### src/rtl/mem_seq_pkg.sv
// Shared types and helpers for the memory request sequencer: FSM state encoding,
// default access window length and a constant-evaluable clog2.
package mem_seq_pkg;

  typedef enum logic [1:0] {
    IDLE   = 2'd0,
    ISSUE  = 2'd1,
    WAIT   = 2'd2,
    FINISH = 2'd3
  } state_e;

  localparam int DEF_ACCESS_CYCLES = 9;

  function automatic int clog2(input int value);
    int r;
    r = 0;
    for (int v = value - 1; v > 0; v = v >> 1) r++;
    return r;
  endfunction

endpackage

### src/rtl/mem_req_sequencer_if.sv
// Request, controller and response signals of the sequencer. The sequencer
// connects through the slave modport; the requester/bench uses the master modport.
interface mem_req_sequencer_if #(
  parameter int ADDR_W  = 3,
  parameter int WDATA_W = 3,
  parameter int RDATA_W = 16
);

  logic               req_valid;
  logic               req_ready;
  logic               req_wr;
  logic [ADDR_W-1:0]  req_addr;
  logic [WDATA_W-1:0] req_wdata;

  logic               ctl_en;
  logic               ctl_we;
  logic [ADDR_W-1:0]  ctl_addr;
  logic [WDATA_W-1:0] ctl_wdata;
  logic [RDATA_W-1:0] mem_rdata;

  logic               rsp_valid;
  logic [RDATA_W-1:0] rsp_data;
  logic               op_done;
  logic               busy;

  modport master (
    output req_valid, req_wr, req_addr, req_wdata, mem_rdata,
    input  req_ready, ctl_en, ctl_we, ctl_addr, ctl_wdata,
    input  rsp_valid, rsp_data, op_done, busy
  );

  modport slave (
    input  req_valid, req_wr, req_addr, req_wdata, mem_rdata,
    output req_ready, ctl_en, ctl_we, ctl_addr, ctl_wdata,
    output rsp_valid, rsp_data, op_done, busy
  );

endinterface

### src/rtl/mem_req_fifo.sv
// Synchronous request FIFO with asynchronous reset. Full/empty come from the
// registered occupancy count, so a same-cycle pop never frees a slot for a push.
module mem_req_fifo
  import mem_seq_pkg::*;
#(
  parameter int DATA_W = 7,
  parameter int DEPTH  = 4
) (
  input  logic              clk,
  input  logic              reset,
  input  logic              i_push,
  input  logic              i_pop,
  input  logic [DATA_W-1:0] i_data,
  output logic              o_full,
  output logic              o_empty,
  output logic [DATA_W-1:0] o_head
);

  localparam int              PTR_W    = clog2(DEPTH);
  localparam logic [PTR_W:0]  FULL_CNT = (PTR_W + 1)'(DEPTH);

  logic [DATA_W-1:0] r_mem [DEPTH];
  logic [PTR_W-1:0]  r_wr_ptr;
  logic [PTR_W-1:0]  r_rd_ptr;
  logic [PTR_W:0]    r_count;

  logic w_do_push;
  logic w_do_pop;

  assign o_full    = (r_count == FULL_CNT);
  assign o_empty   = (r_count == '0);
  assign o_head    = r_mem[r_rd_ptr];
  assign w_do_push = i_push && !o_full;
  assign w_do_pop  = i_pop && !o_empty;

  // NOTE: storage is deliberately left out of reset; only pointers and count
  // define validity, and a reset-free array maps onto plain RAM/flop banks.
  always_ff @(posedge clk) begin
    if (w_do_push) r_mem[r_wr_ptr] <= i_data;
  end

  always_ff @(posedge clk or posedge reset) begin
    if (reset) begin
      r_wr_ptr <= '0;
      r_rd_ptr <= '0;
      r_count  <= '0;
    end else begin
      if (w_do_push) r_wr_ptr <= r_wr_ptr + 1'b1;
      if (w_do_pop)  r_rd_ptr <= r_rd_ptr + 1'b1;
      unique case ({w_do_push, w_do_pop})
        2'b10:   r_count <= r_count + 1'b1;
        2'b01:   r_count <= r_count - 1'b1;
        default: r_count <= r_count;
      endcase
    end
  end

endmodule

### src/rtl/mem_req_sequencer.sv
// Sequencer FSM: pops one command at a time, pulses ctl_en once, holds WE/addr/data
// across the controller's fixed access window and returns read data at its end.
module mem_req_sequencer
  import mem_seq_pkg::*;
#(
  parameter int ADDR_W        = 3,
  parameter int WDATA_W       = 3,
  parameter int RDATA_W       = 16,
  parameter int FIFO_DEPTH    = 4,
  parameter int ACCESS_CYCLES = DEF_ACCESS_CYCLES
) (
  input logic               clk,
  input logic               reset,
  mem_req_sequencer_if.slave bus
);

  localparam int             ENTRY_W  = 1 + ADDR_W + WDATA_W;
  localparam int             CNT_W    = clog2(ACCESS_CYCLES + 1);
  localparam logic [CNT_W-1:0] LAST_CNT = CNT_W'(ACCESS_CYCLES - 1);

  state_e             r_state;
  logic [CNT_W-1:0]   r_cnt;
  logic               r_ctl_en;
  logic               r_ctl_we;
  logic [ADDR_W-1:0]  r_ctl_addr;
  logic [WDATA_W-1:0] r_ctl_wdata;
  logic               r_rsp_valid;
  logic [RDATA_W-1:0] r_rsp_data;
  logic               r_op_done;

  logic               w_full;
  logic               w_empty;
  logic               w_push;
  logic               w_pop;
  logic [ENTRY_W-1:0] w_head;
  logic               w_head_wr;
  logic [ADDR_W-1:0]  w_head_addr;
  logic [WDATA_W-1:0] w_head_wdata;

  assign w_push       = bus.req_valid && !w_full;
  assign w_pop        = (r_state == IDLE) && !w_empty;
  assign w_head_wr    = w_head[ENTRY_W-1];
  assign w_head_addr  = w_head[WDATA_W +: ADDR_W];
  assign w_head_wdata = w_head[WDATA_W-1:0];

  mem_req_fifo #(
    .DATA_W (ENTRY_W),
    .DEPTH  (FIFO_DEPTH)
  ) u_fifo (
    .clk     (clk),
    .reset   (reset),
    .i_push  (w_push),
    .i_pop   (w_pop),
    .i_data  ({bus.req_wr, bus.req_addr, bus.req_wdata}),
    .o_full  (w_full),
    .o_empty (w_empty),
    .o_head  (w_head)
  );

  assign bus.req_ready = !w_full;
  assign bus.ctl_en    = r_ctl_en;
  assign bus.ctl_we    = r_ctl_we;
  assign bus.ctl_addr  = r_ctl_addr;
  assign bus.ctl_wdata = r_ctl_wdata;
  assign bus.rsp_valid = r_rsp_valid;
  assign bus.rsp_data  = r_rsp_data;
  assign bus.op_done   = r_op_done;
  assign bus.busy      = (r_state != IDLE) || !w_empty;

  always_ff @(posedge clk or posedge reset) begin
    if (reset) begin
      r_state     <= IDLE;
      r_cnt       <= '0;
      r_ctl_en    <= 1'b0;
      r_ctl_we    <= 1'b0;
      r_ctl_addr  <= '0;
      r_ctl_wdata <= '0;
      r_rsp_valid <= 1'b0;
      r_rsp_data  <= '0;
      r_op_done   <= 1'b0;
    end else begin
      // NOTE: pulse outputs default low here with non-blocking assignments, so
      // each state only states when a pulse fires and every output stays a flop.
      r_ctl_en    <= 1'b0;
      r_rsp_valid <= 1'b0;
      r_op_done   <= 1'b0;
      unique case (r_state)
        IDLE: begin
          if (!w_empty) begin
            r_ctl_en    <= 1'b1;
            r_ctl_we    <= w_head_wr;
            r_ctl_addr  <= w_head_addr;
            r_ctl_wdata <= w_head_wdata;
            r_state     <= ISSUE;
          end
        end
        ISSUE: begin
          r_cnt   <= CNT_W'(1);
          r_state <= WAIT;
        end
        WAIT: begin
          if (r_cnt == LAST_CNT) begin
            // Bus is sampled on the same edge the controller completes its window.
            r_op_done <= 1'b1;
            if (!r_ctl_we) begin
              r_rsp_valid <= 1'b1;
              r_rsp_data  <= bus.mem_rdata;
            end
            r_state <= FINISH;
          end else begin
            r_cnt <= r_cnt + 1'b1;
          end
        end
        FINISH: begin
          r_ctl_we <= 1'b0;
          r_state  <= IDLE;
        end
      endcase
    end
  end

endmodule

### src/flat_wrapper.sv
// flat-port wrapper written by rule: the top's interface ports become plain ports
module mem_req_sequencer_flat import mem_seq_pkg::*;
#(
  parameter int ADDR_W        = 3,
  parameter int WDATA_W       = 3,
  parameter int RDATA_W       = 16,
  parameter int FIFO_DEPTH    = 4,
  parameter int ACCESS_CYCLES = DEF_ACCESS_CYCLES
)
  (clk, reset, bus_req_valid, bus_req_wr, bus_req_addr, bus_req_wdata, bus_mem_rdata, bus_req_ready, bus_ctl_en, bus_ctl_we, bus_ctl_addr, bus_ctl_wdata, bus_rsp_valid, bus_rsp_data, bus_op_done, bus_busy);
  mem_req_sequencer_if #(.ADDR_W(ADDR_W), .WDATA_W(WDATA_W), .RDATA_W(RDATA_W)) bus_i ();
  input logic clk;
  input logic reset;
  input wire logic [$bits(bus_i.req_valid)-1:0] bus_req_valid;
  input wire logic [$bits(bus_i.req_wr)-1:0] bus_req_wr;
  input wire logic [$bits(bus_i.req_addr)-1:0] bus_req_addr;
  input wire logic [$bits(bus_i.req_wdata)-1:0] bus_req_wdata;
  input wire logic [$bits(bus_i.mem_rdata)-1:0] bus_mem_rdata;
  output wire logic [$bits(bus_i.req_ready)-1:0] bus_req_ready;
  output wire logic [$bits(bus_i.ctl_en)-1:0] bus_ctl_en;
  output wire logic [$bits(bus_i.ctl_we)-1:0] bus_ctl_we;
  output wire logic [$bits(bus_i.ctl_addr)-1:0] bus_ctl_addr;
  output wire logic [$bits(bus_i.ctl_wdata)-1:0] bus_ctl_wdata;
  output wire logic [$bits(bus_i.rsp_valid)-1:0] bus_rsp_valid;
  output wire logic [$bits(bus_i.rsp_data)-1:0] bus_rsp_data;
  output wire logic [$bits(bus_i.op_done)-1:0] bus_op_done;
  output wire logic [$bits(bus_i.busy)-1:0] bus_busy;
  assign bus_i.req_valid = bus_req_valid;
  assign bus_i.req_wr = bus_req_wr;
  assign bus_i.req_addr = bus_req_addr;
  assign bus_i.req_wdata = bus_req_wdata;
  assign bus_i.mem_rdata = bus_mem_rdata;
  assign bus_req_ready = bus_i.req_ready;
  assign bus_ctl_en = bus_i.ctl_en;
  assign bus_ctl_we = bus_i.ctl_we;
  assign bus_ctl_addr = bus_i.ctl_addr;
  assign bus_ctl_wdata = bus_i.ctl_wdata;
  assign bus_rsp_valid = bus_i.rsp_valid;
  assign bus_rsp_data = bus_i.rsp_data;
  assign bus_op_done = bus_i.op_done;
  assign bus_busy = bus_i.busy;
  mem_req_sequencer #(.ADDR_W(ADDR_W), .WDATA_W(WDATA_W), .RDATA_W(RDATA_W), .FIFO_DEPTH(FIFO_DEPTH), .ACCESS_CYCLES(ACCESS_CYCLES)) u_core (.clk(clk), .reset(reset), .bus(bus_i));
endmodule
### config.mk
export PLATFORM = sky130hd
export DESIGN_NAME = mem_req_sequencer_flat
export DESIGN_NICKNAME = d
export VERILOG_FILES = /design/src/rtl/mem_seq_pkg.sv /design/src/rtl/mem_req_sequencer_if.sv /design/src/rtl/mem_req_fifo.sv /design/src/rtl/mem_req_sequencer.sv /design/src/flat_wrapper.sv
export SDC_FILE = /design/constraint.sdc
export NUM_CORES = 1
export LEC_CHECK = 0
export ABC_AREA = 1
export BUFFER_PORTS_ARGS = -buffer_cell sky130_fd_sc_hd__buf_4
export CAP_MARGIN = 20
export CORE_MARGIN = 2
export CORE_UTILIZATION = 55
export CTS_CLUSTER_SIZE = 8
export DETAILED_ROUTE_END_ITERATION = 8
export GPL_ROUTABILITY_DRIVEN = 0
export PLACE_DENSITY_LB_ADDON = 0.2
export SLEW_MARGIN = 5
export SYNTH_ARGS = -nofsm -noshare
export SYNTH_HDL_FRONTEND = slang
export SYNTH_HIERARCHICAL = 1
export SYNTH_SLANG_ARGS = --single-unit
### constraint.sdc
create_clock -name clk -period 2.5 [get_ports clk]
set_input_delay 0.625 -clock clk [delete_from_list [all_inputs] [get_ports clk]]
set_output_delay 0.625 -clock clk [all_outputs]
set_load 0.1 [all_outputs]
==> results of run 1 <==
-- layout make-up --
| type | count | area, um^2 |
|---|---|---|
| multi-input cells | 185 | 1010 |
| clock buffers | 9 | 123.9 |
| fillers | 428 | 1685 |
| repair buffers | 60 | 450.4 |
| inverters | 48 | 180.2 |
| flip-flops and latches | 67 | 1817 |
| well taps | 72 | 90.09 |
| clock inverters | 7 | 116.4 |
-- cells by family (layout without fill, tap and decap cells) --
| logic type | after synthesis | in the layout | synth area share |
|---|---|---|---|
| flops | 67 | 67 | 0.5898 |
| buf+inv | 58 | 124 | 0.08245 |
| simple gates | 153 | 153 | 0.2197 |
| xor+xnor | 2 | 2 | 0.005687 |
| compound gates | 17 | 17 | 0.04711 |
| fa+ha+maj | 13 | 13 | 0.05524 |
-- worst paths after layout --
| kind | slack (ns) | depth (start not counted) | endpoint | startpoint |
|---|---|---|---|---|
| max in group asynchronous | 1.83 | 3 | u_core/bus.ctl_addr[1] | reset |
| setup reg to reg | 0.40 | 12 | u_core/u_fifo/r_count[2] | u_core/u_fifo/r_count[0] |
| setup / recovery | 0.33 | 4 | bus_busy | u_core/r_state[0] |
| hold reg to reg | 0.48 | 2 | u_core/bus.rsp_data[4] | u_core/bus.rsp_data[4] |
| hold / removal | 0.22 | 2 | u_core/u_fifo/r_count[1] | reset |
| min in group clk | 0.48 | 2 | u_core/bus.rsp_data[4] | u_core/bus.rsp_data[4] |
-- cell usage in the layout (no fill, tap or decap) --
cell / instances
clkinv_4: 1
nor2_2: 1
clkinvlp_4: 1
o21ai_0: 3
xor2_1: 1
clkinv_1: 1
o211ai_1: 9
ha_1: 12
nand3_4: 1
inv_1: 42
nand4_1: 19
nor2_1: 5
edfxtp_1: 28
nor2_8: 1
xnor2_1: 1
inv_2: 5
clkbuf_8: 9
or2_2: 2
nand3_1: 12
o211ai_2: 5
clkinv_2: 2
nand2_2: 1
bufinv_16: 3
dfrtp_1: 39
buf_4: 60
nand2_1: 111
fa_1: 1
-- stage by stage --
stage          hold slack, ns  area, um^2  worst slack, ns
6_report               0.2225        3787           0.3260
5_1_grt                0.2464        3787           0.1891
4_1_cts                0.2204        3787           0.3000
3_5_place_dp           0.4637        3547           0.3904
3_3_place_gp           0.4564        3547           0.5096
2_1_floorplan          0.4284        3080           0.4402
-- layer usage --
layer  wire (um)  GRT usage  part of all wire
met5           0          0                 0
met4          97     0.1000             0.017
met3         324    0.04318             0.057
met2        2728     0.3376              0.48
met1        2551     0.2575              0.45
-- worst max-delay path, delay by kind of cell (launching register included) --
family | cells | cell delay (ns)
buffers and inverters | 2 | 0.42
flip-flops | 1 | 0.41
adder cells (fa/ha/maj) | 1 | 0.23
AND/OR/NAND/NOR | 1 | 0.15
-- power by group --
group / internal, uW / total, uW / switching (uW)
registers: 1460 / 1670 / 210
clock network: 660 / 1070 / 406
logic: 620 / 2350 / 1730
-- sequential cells by signal (all words and copies together) (netlist names), 2 cells and up --
name,cells
u_core/u_fifo/r_rd_ptr,2
u_core/bus.rsp_data,16
u_core/bus.ctl_addr,3
u_core/r_state,2
u_core/u_fifo/r_wr_ptr,2
u_core/u_fifo/r_count,3
u_core/r_cnt,4
u_core/u_fifo/r_mem,28
u_core/bus.ctl_wdata,3
==> qor.txt, run 1 <==
Slew @ Worst Pin - 0.4919 ns
initial antenna violation count - 0
Sink Count - 67
Critical Path End Type - primary output
total power - 5080 uW
post-DR vias/cell - 4.897
part of the cycle the worst path needs - 0.8696
crit path cell chain - inv_1 -> ha_1 -> nand2_1 -> buf_4
first-pass GRT wire length - 9742 um
max-slew violations - 0
Starting Density - 0.5629
Achievable Freq - 0.4600 GHz
Post-synth EDFFs - 28
Crit Path Class - reg2out
first-pass detailed-route iteration total - 4
Via Count - 2,194
worst hold-check path type - in2async
Port Buffer Count - 53
Final Hold Vio Count - 0
final core occ - 0.6920
worst stage delay on the critical path - 0.41 ns
antenna fix cells - 0
clk_lat worst skew - 0.34 ns
Leakage Power - 0.001880 uW
WP data arrival - 1.55 ns
root buf cell - clkbuf_8
Syn Nets - 349
drt first-iter violations - 110
top post-synthesis cells by area - dfrtp_1, edfxtp_1, nand2_1
post-CTS sizing - 0
Die ar. - 6216 um^2
GR Util All Layers - 0.2044
post-synthesis register bit count - 67
CP Launch Type - register
io pins - 54
num rows - 27
Die H - 78.84 um
Gate Count Post-Synth - 310
Synth cell types - 27
Synth top area share - 0.3168
vias in the first global route - 2,127
# placed instances - 432
Clock Tree Buf Depth - 2
Avg Inst Size Synth - 9.937 um^2
setup_tns - 0 ns
Post-route DRC - 0
max_slew headroom - 0.6701
synth cell count leaders - nand2_1, inv_1, dfrtp_1
routed wire length - 5701 um
Antenna Violating Nets Remaining - 0
final worst path period need - 2.174 ns
Ys Warns - 6
required time worst endpoint - 1.88 ns
ratio of cells with drive above 1 in the final layout - 0.2447
Seq/Total Area, Yosys - 0.5898
worst-path maximum fanout - 5
Async SR Flop Fraction - 0.5821
Max rail drop VDD - 0.6927 mV
max_cap viols - 0
RSZ-0062 raised after global routing - false
Clk pin slew, worst setup/hold paths - 0.07 ns
most common cell in the netlist - nand2_1
CTS tree - yes
status - completed
nets - 410
skew final - 0.005179 ns
top_reg_cell synth - dfrtp_1
cts hold-fix bufs - 0
setup bufs post-CTS - 0
Mapped Area - 3080 um^2
slowest CP cell - dfrtp_1
core footprint - 5473 um^2
Power Density - 1341 nW/um^2
CTS Buf Count - 9
final setup vio count - 0
largest net degree at the start of global routing - 33
gr ovfl total - 0
final std cells w/o fill - 448
Synth area leader - dfrtp_1
wire per inst - 12.73 um
H-tree lvl count - 3
width of the die - 78.84 um
DP HPWL - 4005 um
Synth-to-Final Area Change - 22.95%
(Power assumes the default switching activity.)
==> run 2: changes to the inputs <==
--- a/config.mk
+++ b/config.mk
@@ -13,7 +13,7 @@
 export CTS_CLUSTER_SIZE = 8
 export DETAILED_ROUTE_END_ITERATION = 8
 export GPL_ROUTABILITY_DRIVEN = 0
-export PLACE_DENSITY_LB_ADDON = 0.2
+export PLACE_DENSITY = 0.79
 export SLEW_MARGIN = 5
 export SYNTH_ARGS = -nofsm -noshare
 export SYNTH_HDL_FRONTEND = slang
==> qor.txt, run 2 (synthesis results as in run 1) <==
Crit Path Class - reg2out (unchanged)
pre-CTS WS - 0.4037 ns (was 0.3904 ns)
drt first-iter violations - 117 (was 110)
Port Buffer Count - 53 (unchanged)
H-tree lvl count - 3 (unchanged)
Reg area - 1817 um^2 (unchanged)
ratio of cells with drive above 1 in the final layout - 0.2394 (was 0.2447)
wire per inst - 12.89 um (was 12.73 um)
Max rail drop VDD - 0.6321 mV (was 0.6927 mV)
worst-path maximum fanout - 5 (unchanged)
core footprint - 5473 um^2 (unchanged)
setup bufs post-CTS - 0 (unchanged)
initial antenna violation count - 0 (unchanged)
clk_lat worst skew - 0.34 ns (about the same)
Antenna Violating Nets Remaining - 0 (unchanged)
Die ar. - 6216 um^2 (unchanged)
WP data arrival - 1.55 ns (about the same)
final worst path period need - 2.174 ns (about the same)
status - completed (unchanged)
setup_tns - 0 ns (unchanged)
CP Launch Type - register (unchanged)
worst hold slack - 0.2218 ns (was 0.2225 ns)
CTS Buf Count - 9 (unchanged)
vias in the first global route - 2,112 (was 2,127)
io pins - 54 (unchanged)
cts hold-fix bufs - 0 (unchanged)
Starting Density - 0.5629 (unchanged)
RSZ-0062 raised after global routing - false (unchanged)
Sink Count - 67 (unchanged)
largest net degree at the start of global routing - 33 (unchanged)
max_cap viols - 0 (unchanged)
Fill cells - 443 (was 428)
gr ovfl total - 0 (unchanged)
Leakage Power - 0.001851 uW (was 0.001880 uW)
max reg flops - 28 (unchanged)
first-pass GRT wire length - 9618 um (was 9742 um)
num rows - 27 (unchanged)
antenna fix cells - 0 (unchanged)
nets - 410 (unchanged)
most frequent cells in the layout - nand2_1, buf_4, inv_1, dfrtp_1, edfxtp_1 (unchanged)
Die H - 78.84 um (unchanged)
skew final - 0.005743 ns (was 0.005179 ns)
worst hold-check path type - in2async (unchanged)
Reg with most FFs - u_core/u_fifo/r_mem (unchanged)
post-DR vias/cell - 4.996 (was 4.897)
width of the die - 78.84 um (unchanged)
Clk pin slew, worst setup/hold paths - 0.07 ns (about the same)
Slew @ Worst Pin - 0.5161 ns (was 0.4919 ns)
Multi-input gate area - 1010 um^2 (unchanged)
root buf cell - clkbuf_8 (unchanged)
Clock Tree Buf Depth - 2 (unchanged)
first-pass detailed-route iteration total - 5 (was 4)
Final Worst Setup Slack - 0.3258 ns (was 0.3260 ns)
most common library cell in the layout ignoring fill and taps - nand2_1 (unchanged)
DP HPWL - 4134 um (was 4005 um)
total power - 4893 uW (was 5080 uW)
max_slew headroom - 0.6538 (was 0.6701)
part of the cycle the worst path needs - 0.8697 (was 0.8696)
routed wire length - 5774 um (was 5701 um)
Power Density - 1308 nW/um^2 (was 1341 nW/um^2)
Critical Path End Type - primary output (unchanged)
GR Util All Layers - 0.2031 (was 0.2044)
final setup vio count - 0 (unchanged)
R2R Setup Slk - 0.41 ns (was 0.40 ns)
Final Hold Vio Count - 0 (unchanged)
max-slew violations - 0 (unchanged)
Synth-to-Final Area Change - 21.45% (was 22.95%)
post-CTS sizing - 0 (unchanged)
Achievable Freq - 0.4600 GHz (about the same)
Via Count - 2,238 (was 2,194)
Post-route DRC - 0 (unchanged)
CTS tree - yes (unchanged)
required time worst endpoint - 1.88 ns (about the same)
==> run 2: through the flow <==
step / area (um^2) / instances / util
global placement: 3547 / 432 / 0.6481
floorplan: 3080 / 310 / -
detailed placement: 3547 / 432 / 0.6481
global route: 3741 / 448 / 0.6836
finish: 3741 / 448 / 0.6836
CTS: 3741 / 448 / 0.6836
==> run 2: where the power goes <==
group	total [uW]	internal, uW	leakage, uW	switching [uW]
sequential	1670	1460	0.000688	207
clock	870	460	0.0000901	410
combinational	2360	625	0.00107	1730
==> run 2: path summary, 6_finish.rpt <==
path	startpoint	endpoint	cells after the start
max	u_core/r_state[0]	bus_busy	4
min	reset	u_core/u_fifo/r_count[1]	2
max reg2reg	u_core/r_state[1]	u_core/u_fifo/r_count[2]	13
min reg2reg	u_core/bus.rsp_data[2]	u_core/bus.rsp_data[2]	2
max in group asynchronous	reset	u_core/bus.rsp_data[12]	3
min in group clk	bus_req_wdata[1]	u_core/u_fifo/r_mem[0][1]	1
==> run 2: per-layer routing <==
metal | up-vias | GRT usage | wire length, um
met5 | - | 0 | 0
met4 | 0 | 0.1224 | 149
met3 | 15 | 0.03977 | 352
met2 | 70 | 0.3316 | 2778
met1 | 1031 | 0.2515 | 2494
li1 | 1122 | - | -
==> run 2: critical path, cell delays in order (launching register included) <==
cell and delay [ns]:
dfrtp_1 0.39, inv_1 0.09, ha_1 0.24, nand2_1 0.16, buf_4 0.32
==> run 2: layout make-up <==
type | count | area share
Sequential cell | 67 | 0.4856
Multi-Input combinational cell | 185 | 0.2699
Timing Repair Buffer | 60 | 0.1204
Inverter | 48 | 0.04816
Clock buffer | 10 | 0.03411
Tap cell | 72 | 0.02408
Clock inverter | 6 | 0.01773
==> run 3: changes to the inputs <==
--- a/config.mk
+++ b/config.mk
@@ -9,11 +9,12 @@
 export BUFFER_PORTS_ARGS = -buffer_cell sky130_fd_sc_hd__buf_4
 export CAP_MARGIN = 20
 export CORE_MARGIN = 2
-export CORE_UTILIZATION = 55
-export CTS_CLUSTER_SIZE = 8
+export CORE_UTILIZATION = 58
+export CTS_BUF_LIST = sky130_fd_sc_hd__clkbuf_4
+export CTS_CLUSTER_SIZE = 20
 export DETAILED_ROUTE_END_ITERATION = 8
 export GPL_ROUTABILITY_DRIVEN = 0
-export PLACE_DENSITY = 0.79
+export PLACE_DENSITY = 0.82
 export SLEW_MARGIN = 5
 export SYNTH_ARGS = -nofsm -noshare
 export SYNTH_HDL_FRONTEND = slang
==> qor.txt, run 3 (synthesis results as in run 1) <==
worst-path maximum fanout - 5 (unchanged)
drt first-iter violations - 165 (was 117)
setup bufs post-CTS - 0 (unchanged)
Final Hold Vio Count - 0 (unchanged)
Port Buffer Count - 53 (unchanged)
Antenna Violating Nets Remaining - 0 (unchanged)
status - completed (unchanged)
vias in the first global route - 2,070 (was 2,112)
met2 WL - 2638 um (was 2778 um)
first-pass detailed-route iteration total - 4 (was 5)
CTS tree - yes (unchanged)
Via Count - 2,269 (was 2,238)
most frequent cells in the layout - nand2_1, buf_4, inv_1, dfrtp_1, edfxtp_1 (unchanged)
ratio of cells with drive above 1 in the final layout - 0.2373 (was 0.2394)
required time worst endpoint - 1.88 ns (about the same)
Reg with most FFs - u_core/u_fifo/r_mem (unchanged)
Multi-input gate area - 1010 um^2 (unchanged)
root buf cell - clkbuf_4 (was clkbuf_8)
Critical Path End Type - primary output (unchanged)
Reg area - 1817 um^2 (unchanged)
num rows - 26 (was 27)
top sig layer - met4 (unchanged)
Post-route DRC - 0 (unchanged)
Max rail drop VDD - 0.7702 mV (was 0.6321 mV)
largest net degree at the start of global routing - 33 (unchanged)
Sink Count - 67 (unchanged)
gr ovfl total - 0 (unchanged)
Clock Tree Buf Depth - 2 (unchanged)
CTS Buf Count - 9 (unchanged)
H-tree lvl count - 3 (unchanged)
Starting Density - 0.6031 (was 0.5629)
CP Launch Type - register (unchanged)
wire per inst - 12.52 um (was 12.89 um)
Leakage Power - 0.001827 uW (was 0.001851 uW)
max_slew headroom - 0.5929 (was 0.6538)
met3 wire len - 353 um (was 352 um)
nets - 409 (was 410)
Slew @ Worst Pin - 0.6084 ns (was 0.5161 ns)
Synth-to-Final Area Change - 19.21% (was 21.45%)
Clk pin slew, worst setup/hold paths - 0.11 ns (was 0.07 ns)
Die H - 76.88 um (was 78.84 um)
skew final - 0.01895 ns (was 0.005743 ns)
RSZ-0062 raised after global routing - false (unchanged)
DP HPWL - 4038 um (was 4134 um)
final setup vio count - 0 (unchanged)
setup_tns - 0 ns (unchanged)
Die ar. - 5910 um^2 (was 6216 um^2)
initial antenna violation count - 0 (unchanged)
antenna fix cells - 0 (unchanged)
Achievable Freq - 0.4512 GHz (was 0.4600 GHz)
Crit Path Class - reg2out (unchanged)
Power Density - 1272 nW/um^2 (was 1308 nW/um^2)
WL met1 - 2460 um (was 2494 um)
clk_lat worst skew - 0.40 ns (was 0.34 ns)
Fill cells - 376 (was 443)
max_cap viols - 0 (unchanged)
worst hold-check path type - in2async (unchanged)
first-pass GRT wire length - 9591 um (was 9618 um)
core footprint - 5107 um^2 (was 5473 um^2)
io pins - 54 (unchanged)
max-slew violations - 0 (unchanged)
post-DR vias/cell - 5.099 (was 4.996)
final worst path period need - 2.217 ns (was 2.174 ns)
most common library cell in the layout ignoring fill and taps - nand2_1 (unchanged)
post-CTS sizing - 0 (unchanged)
width of the die - 76.88 um (was 78.84 um)
final core occ - 0.7190 (was 0.6836)
cts hold-fix bufs - 0 (unchanged)
max reg flops - 28 (unchanged)
WP data arrival - 1.59 ns (was 1.55 ns)
routed wire length - 5570 um (was 5774 um)
part of the cycle the worst path needs - 0.8866 (was 0.8697)
GR Util All Layers - 0.2060 (was 0.2031)
[run 3: report_power, final]
part	total (uW)	leakage (uW)	switching [uW]	internal, uW
sequential	1670	0.000688	217	1460
combinational	2310	0.00107	1700	611
clock	684	0.0000714	383	302
total	4670	0.00183	2300	2370
[run 3: area by class of cell]
cell class,count,area share
Sequential cell,67,0.4947
Multi-Input combinational cell,185,0.2750
Timing Repair Buffer,59,0.1206
Inverter,48,0.04906
Tap cell,70,0.02385
Clock buffer,9,0.01840
Clock inverter,7,0.01840
[run 3: critical path, stage by stage (launching register included)]
cell and delay [ns]:
dfrtp_1 0.42, inv_2 0.09, nand3_1 0.15, inv_1 0.14, nand2_1 0.14, buf_4 0.26
[run 3: final timing paths]
path                                                from                        end  slack (ns)  depth (start not counted)
max in group asynchronous                          reset    u_core/bus.rsp_data[12]        1.90                          3
worst min register to register    u_core/bus.rsp_data[9]     u_core/bus.rsp_data[9]        0.49                          2
min in group clk                         bus_req_addr[2]  u_core/u_fifo/r_mem[3][5]        0.41                          1
worst max register to register  u_core/u_fifo/r_count[1]   u_core/u_fifo/r_count[1]        0.41                          9
worst min-delay path                               reset  u_core/u_fifo/r_rd_ptr[0]        0.16                          2
worst max-delay path            u_core/u_fifo/r_count[0]                   bus_busy        0.28                          5
[run 3: routing by layer]
| metal | GRT usage | vias up |
|---|---|---|
| met2 | 0.3219 | 77 |
| met4 | 0.1018 | 0 |
| li1 | - | 1125 |
| met5 | 0 | - |
| met1 | 0.2778 | 1055 |
| met3 | 0.03882 | 12 |
[run 3: per-stage QoR]
step	instance area (um^2)	setup WS, ns	instances	hold WS (ns)	power (uW)
finish	3672	0.2835	445	0.1557	4671
detailed placement	3537	0.3609	429	0.4607	4021
CTS	3672	0.2543	445	0.1493	4698
global route	3672	0.1714	445	0.1610	4999
floorplan	3080	0.4402	310	0.4284	3528
global placement	3537	0.4979	429	0.4567	3940
